`src/rtl/deser_8bit_align.sv`:
```
// Serial-to-parallel receive front end with sync-byte word alignment.
// Define DESER_LOSS_DET_EN to enable sync-loss detection and sync_err.
module deser_8bit_align #(
  parameter logic [7:0] SYNC_WORD  = 8'hBC,
  parameter int         FRAME_LEN  = 16,
  parameter int         MISS_LIMIT = 3
) (
  input  logic       clk,
  input  logic       rst_n,
  input  logic       ser_in,
  input  logic       align_en,
  output logic [7:0] data_8b_out,
  output logic       data_en,
  output logic       locked,
  output logic       sync_err
);

  localparam int WCW = (FRAME_LEN > 2) ? $clog2(FRAME_LEN) : 1;
  localparam logic [WCW-1:0] WC_LAST = WCW'(FRAME_LEN - 1);

  if (FRAME_LEN < 2 || SYNC_WORD == 8'h00 || MISS_LIMIT < 1)
  begin : g_bad_param
    $error("deser_8bit_align: illegal parameter value");
  end

  typedef enum logic {
    HUNT,
    LOCKED
  } state_e;

  state_e         state_q, state_d;
  // Only the low 7 bits are ever needed to form the next window.
  logic [6:0]     sr_q, sr_d;
  logic [2:0]     bit_cnt_q, bit_cnt_d;
  logic [WCW-1:0] word_cnt_q, word_cnt_d;
  logic [7:0]     data_q, data_d;
  logic           data_en_q, data_en_d;
  logic [7:0]     sh;

`ifdef DESER_LOSS_DET_EN
  localparam int MSW = (MISS_LIMIT > 1) ? $clog2(MISS_LIMIT + 1) : 1;
  localparam logic [MSW-1:0] MISS_LAST = MSW'(MISS_LIMIT - 1);

  logic [MSW-1:0] miss_q, miss_d;
  logic           sync_err_q, sync_err_d;
`endif

  always_comb begin
    sh         = {sr_q, ser_in};
    sr_d       = sh[6:0];
    state_d    = state_q;
    bit_cnt_d  = bit_cnt_q;
    word_cnt_d = word_cnt_q;
    data_d     = data_q;
    data_en_d  = 1'b0;
`ifdef DESER_LOSS_DET_EN
    miss_d     = miss_q;
    sync_err_d = 1'b0;
`endif
    if (!align_en) begin
      state_d    = HUNT;
      bit_cnt_d  = '0;
      word_cnt_d = '0;
`ifdef DESER_LOSS_DET_EN
      miss_d     = '0;
`endif
    end else begin
      unique case (state_q)
        HUNT: begin
          bit_cnt_d  = '0;
          word_cnt_d = '0;
          if (sh == SYNC_WORD) begin
            state_d    = LOCKED;
            word_cnt_d = WCW'(1);
          end
        end
        LOCKED: begin
          bit_cnt_d = bit_cnt_q + 3'd1;
          if (bit_cnt_q == 3'd7) begin
            word_cnt_d = (word_cnt_q == WC_LAST) ? '0
                       : word_cnt_q + WCW'(1);
            if (word_cnt_q != '0) begin
              data_d    = sh;
              data_en_d = 1'b1;
            end
`ifdef DESER_LOSS_DET_EN
            else if (sh != SYNC_WORD) begin
              sync_err_d = 1'b1;
              if (miss_q == MISS_LAST) begin
                state_d    = HUNT;
                bit_cnt_d  = '0;
                word_cnt_d = '0;
                miss_d     = '0;
              end else begin
                miss_d = miss_q + MSW'(1);
              end
            end else begin
              miss_d = '0;
            end
`endif
          end
        end
      endcase
    end
  end

  always_ff @(posedge clk or negedge rst_n) begin
    if (!rst_n) begin
      state_q    <= HUNT;
      sr_q       <= '0;
      bit_cnt_q  <= '0;
      word_cnt_q <= '0;
      data_q     <= '0;
      data_en_q  <= 1'b0;
    end else begin
      state_q    <= state_d;
      sr_q       <= sr_d;
      bit_cnt_q  <= bit_cnt_d;
      word_cnt_q <= word_cnt_d;
      data_q     <= data_d;
      data_en_q  <= data_en_d;
    end
  end

`ifdef DESER_LOSS_DET_EN
  always_ff @(posedge clk or negedge rst_n) begin
    if (!rst_n) begin
      miss_q     <= '0;
      sync_err_q <= 1'b0;
    end else begin
      miss_q     <= miss_d;
      sync_err_q <= sync_err_d;
    end
  end

  assign sync_err = sync_err_q;
`else
  assign sync_err = 1'b0;
`endif

  assign data_8b_out = data_q;
  assign data_en     = data_en_q;
  assign locked      = (state_q == LOCKED);

endmodule

```
`config.mk`:
```
export PLATFORM = sky130hd
export DESIGN_NAME = deser_8bit_align
export DESIGN_NICKNAME = d
export VERILOG_FILES = /design/src/rtl/deser_8bit_align.sv
export SDC_FILE = /design/constraint.sdc
export NUM_CORES = 1
export LEC_CHECK = 0
export CAP_MARGIN = 10
export CORE_UTILIZATION = 45
export DETAILED_ROUTE_END_ITERATION = 8
export GPL_TIMING_DRIVEN = 0
export PLACE_DENSITY_LB_ADDON = 0.05
export REMOVE_ABC_BUFFERS = 1
export SLEW_MARGIN = 20
export SYNTH_ARGS = -nofsm -noshare
export SYNTH_HDL_FRONTEND = slang
export SYNTH_SLANG_ARGS = --single-unit
export TNS_END_PERCENT = 1
```
`constraint.sdc`:
```
create_clock -name clk -period 2.1 [get_ports clk]
set_input_delay 0.42 -clock clk [delete_from_list [all_inputs] [get_ports clk]]
set_output_delay 0.42 -clock clk [all_outputs]
set_load 0.05 [all_outputs]
```
==> results.md <==
- Root Buffer Master: sky130_fd_sc_hd__clkbuf_4
- Worst path slowest cell: sky130_fd_sc_hd__clkdlybuf4s50_1
- Count of synthesis-stage warnings from yosys: 0
- Post-synthesis register bit count: 24
- Post-Synth Simple-Gate Area: 9.83%
- Multiplexer share of the synthesized area: 10.8%
- Leading cell types in the layout, fill and taps excluded: 24 x sky130_fd_sc_hd__dfrtp_1, 11 x sky130_fd_sc_hd__clkdlybuf4s50_1, 8 x sky130_fd_sc_hd__mux2_2
- Number of placement rows: 16
- Core Region: 1940 um^2
- Power consumption: 0.734 mW
- Latest clock arrival within the worst-skew pair: 0.31 ns
- Max-capacitance violation count: 0
- Number of buffer cells added on primary ports: 13
- Num CTS Buffers: 3
- Cells after synthesis: 66
- Summed negative setup slack over all endpoints: 0 ns
- Clock-pin transition on the worst setup and hold timing paths: 0.13 ns
- Layout overhead on the synthesized area: 20.5%
- CP Buf/Inv Count: 1
- Number of antenna violations at the first check in global routing: 0
- TritonCTS clock tree: done
- Area of all placed cells without fillers: 1120 um^2
- Sequential cell area fraction in the yosys report: 64.6%
- Status: finished clean
- Count of filler cells inserted in the layout: 165
- Via count of the first global-routing pass: 521
- Hold bufs inserted after CTS: 0
- Switching pwr: 0.154 mW
- Worst endpoint required time: 1.68 ns
- CP max FO: 2
- First-pass iteration count of the detailed router: 3
- Initial Utilization: 47.9%
- Slew @ Worst Pin: 0.524 ns
- Placement Cell Area: 1090 um^2
- Net count of the finished layout: 91
- Flop pwr share: 64.6%
- Worst Path Class, Setup: reg2out
- Fraction of final layout cells with drive strength greater than 1: 20.7%
- Overall die height: 47.5 um
- Hold violation count in the final report: 0
- Worst setup slack after placement: 0.131 ns
- Total power divided by cell area: 655 nW/um^2
- Portion of total power attributed to combinational logic: 2.9%
- Adder and majority cell fraction of the synthesized area: 5.38%
- Dominant combinational cell family by area after synthesis: multiplexers
- Post-route DRC: 0
- Clock group share of total power: 32.5%
- Arrival time of the worst setup path: 1.49 ns
- Count of antenna diodes in the layout: 0
- Switching power as a share of total power: 20.9%
- RSZ-0062 raised after global routing: false
- Worst stage delay on the critical path: 0.81 ns
- Final WS setup: 0.193 ns
- Average cell area after synthesis: 14.1 um^2
- Type of element capturing the critical path: output port
- Type of the tightest min-delay check: in2async
- Static leakage: 0.531 nW
- Die area: 2250 um^2
- Fmax achieved: 524 MHz
- Max_slew headroom: 65.0%
- Number of buffers inserted by post-CTS setup repair: 0
- XOR/XNOR Fraction of Synth Area: 1.88%
- Clock Skews: 0.00491 ns
- Final Routed Wirelength: 1.40 mm
- Number of I/O pins: 15
- CP delay by family, top: buffers and inverters
- Sink count of the clock tree: 24
- Count of endpoints failing setup in the final report: 0
- Maximum buffer depth of the clock tree: 2
- Multi-input logic area: 310 um^2
- Worst-case vdd ir drop: 0.000345 V
- Util after Layout: 57.7%
- Count of routing violations after the opening detailed-route iteration: 6
- Startpoint kind of the worst setup timing path: flip-flop
- Yosys cell types: 23
- Via count: 550
- Cell internal pwr: 0.580 mW
- Global-route usage over all layers: 15.3%
- Number of nets with antenna violations after routing: 0
- Area of all sequential standard cells: 601 um^2
- Final period util: 90.8%
- Total congestion overflow after global routing: 0
- Cell area after technology mapping: 930 um^2
- Worst reg-to-reg path cell count: 5
- Half-perimeter wire length after placement: 970 um
- Number of cells on the critical path: 1
- Gpl congestion: 0.682
- CP Cell Sequence: clkdlybuf4s50_1
- Width of the die: 47.5 um
- Routed vias/inst: 5.05
- Max-slew violation count: 0
- Fraction of the mapped netlist area in compound gates: 5.11%
- Wire length per cell after detailed routing: 12.9 um
- Global-route wire length before repair: 2.34 mm
- Most common library cell in the layout ignoring fill and taps: sky130_fd_sc_hd__dfrtp_1
- Depth of the CTS H-tree: 1
- Largest net degree at the start of global routing: 25
- Final worst path period need: 1.91 ns
## area by class of cell
class / count / area share [%]
Inverter: 3 / 1.01
Tap cell: 27 / 3.02
Multi-Input combinational cell: 38 / 27.7
Sequential cell: 24 / 53.6
Clock buffer: 4 / 3.24
Timing Repair Buffer: 13 / 11.4
## Yosys cell counts
library cell	n	area share (%)
sky130_fd_sc_hd__dfrtp_1	24	65
sky130_fd_sc_hd__mux2_2	8	9.7
sky130_fd_sc_hd__ha_1	4	5.4
sky130_fd_sc_hd__nand2_1	4	1.6
sky130_fd_sc_hd__nor2_1	4	1.6
sky130_fd_sc_hd__inv_1	3	1.2
sky130_fd_sc_hd__a21oi_1	2	1.1
sky130_fd_sc_hd__and3_1	2	1.3
sky130_fd_sc_hd__a21oi_4	1	1.8
sky130_fd_sc_hd__a31o_2	1	0.94
sky130_fd_sc_hd__and4b_2	1	1.2
sky130_fd_sc_hd__buf_4	1	0.81
sky130_fd_sc_hd__conb_1	1	0.40
sky130_fd_sc_hd__mux2i_1	1	1.1
sky130_fd_sc_hd__nand3_2	1	1.1
sky130_fd_sc_hd__nand4b_1	1	0.94
sky130_fd_sc_hd__nor3_1	1	0.54
sky130_fd_sc_hd__nor4_1	1	0.67
sky130_fd_sc_hd__o21a_1	1	0.81
sky130_fd_sc_hd__o21ai_0	1	0.54
sky130_fd_sc_hd__or4_1	1	0.81
sky130_fd_sc_hd__xnor2_1	1	0.94
sky130_fd_sc_hd__xor2_1	1	0.94
## path summary, 6_finish.rpt
path                                startpoint        endpoint  slack [ns]
worst min register to register         sr_q[4]         sr_q[5]        0.42
worst min-delay path                     rst_n         sr_q[5]        0.07
min in group clk                       sr_q[4]         sr_q[5]        0.42
worst max-delay path            data_8b_out[0]  data_8b_out[0]        0.19
max in group asynchronous                rst_n   word_cnt_q[2]        1.68
worst max register to register    bit_cnt_q[0]  data_8b_out[1]        0.40
## cell families after synthesis
family          count (synthesis)
compound gates                  6
xor+xnor                        2
fa+ha+maj                       4
buf+inv                         4
flops                          24
mux                             9
other cells                     1
simple gates                   16
## per-layer routing
layer	wire [um]	up-vias	global-route usage (%)
met5	0	-	0
met4	12	0	8.57
met3	44	2	3.40
met2	624	10	20.5
met1	720	278	22.9
li1	-	260	-
## sequential cells by signal, summed over array words and instances, names as in the netlist
register,cells
data_8b_out,8
locked,1
bit_cnt_q,3
data_en,1
sr_q,7
word_cnt_q,4
## timing repair
action / CTS / global route
resized for setup: 0 / 1
endpoints found under the setup margin: 0 / 1
hold endpoints to repair: 0 / 0
## power by group through the flow
stage	Clock (mW)	Combinational (mW)	Sequential [mW]
floorplan	0	0.00543	0.482
global placement	0	0.0223	0.483
detailed placement	0	0.0228	0.483
CTS	0.250	0.0229	0.474
global route	0.270	0.0240	0.475
finish	0.239	0.0209	0.474
## through the flow
| step | hold slack, ns | std cells |
|---|---|---|
| floorplan | 0.124 | 65 |
| global placement | 0.384 | 105 |
| detailed placement | 0.383 | 105 |
| CTS | 0.420 | 109 |
| global route | 0.0788 | 109 |
| finish | 0.0664 | 109 |
Note: power is estimated with default switching activity, not from simulation.
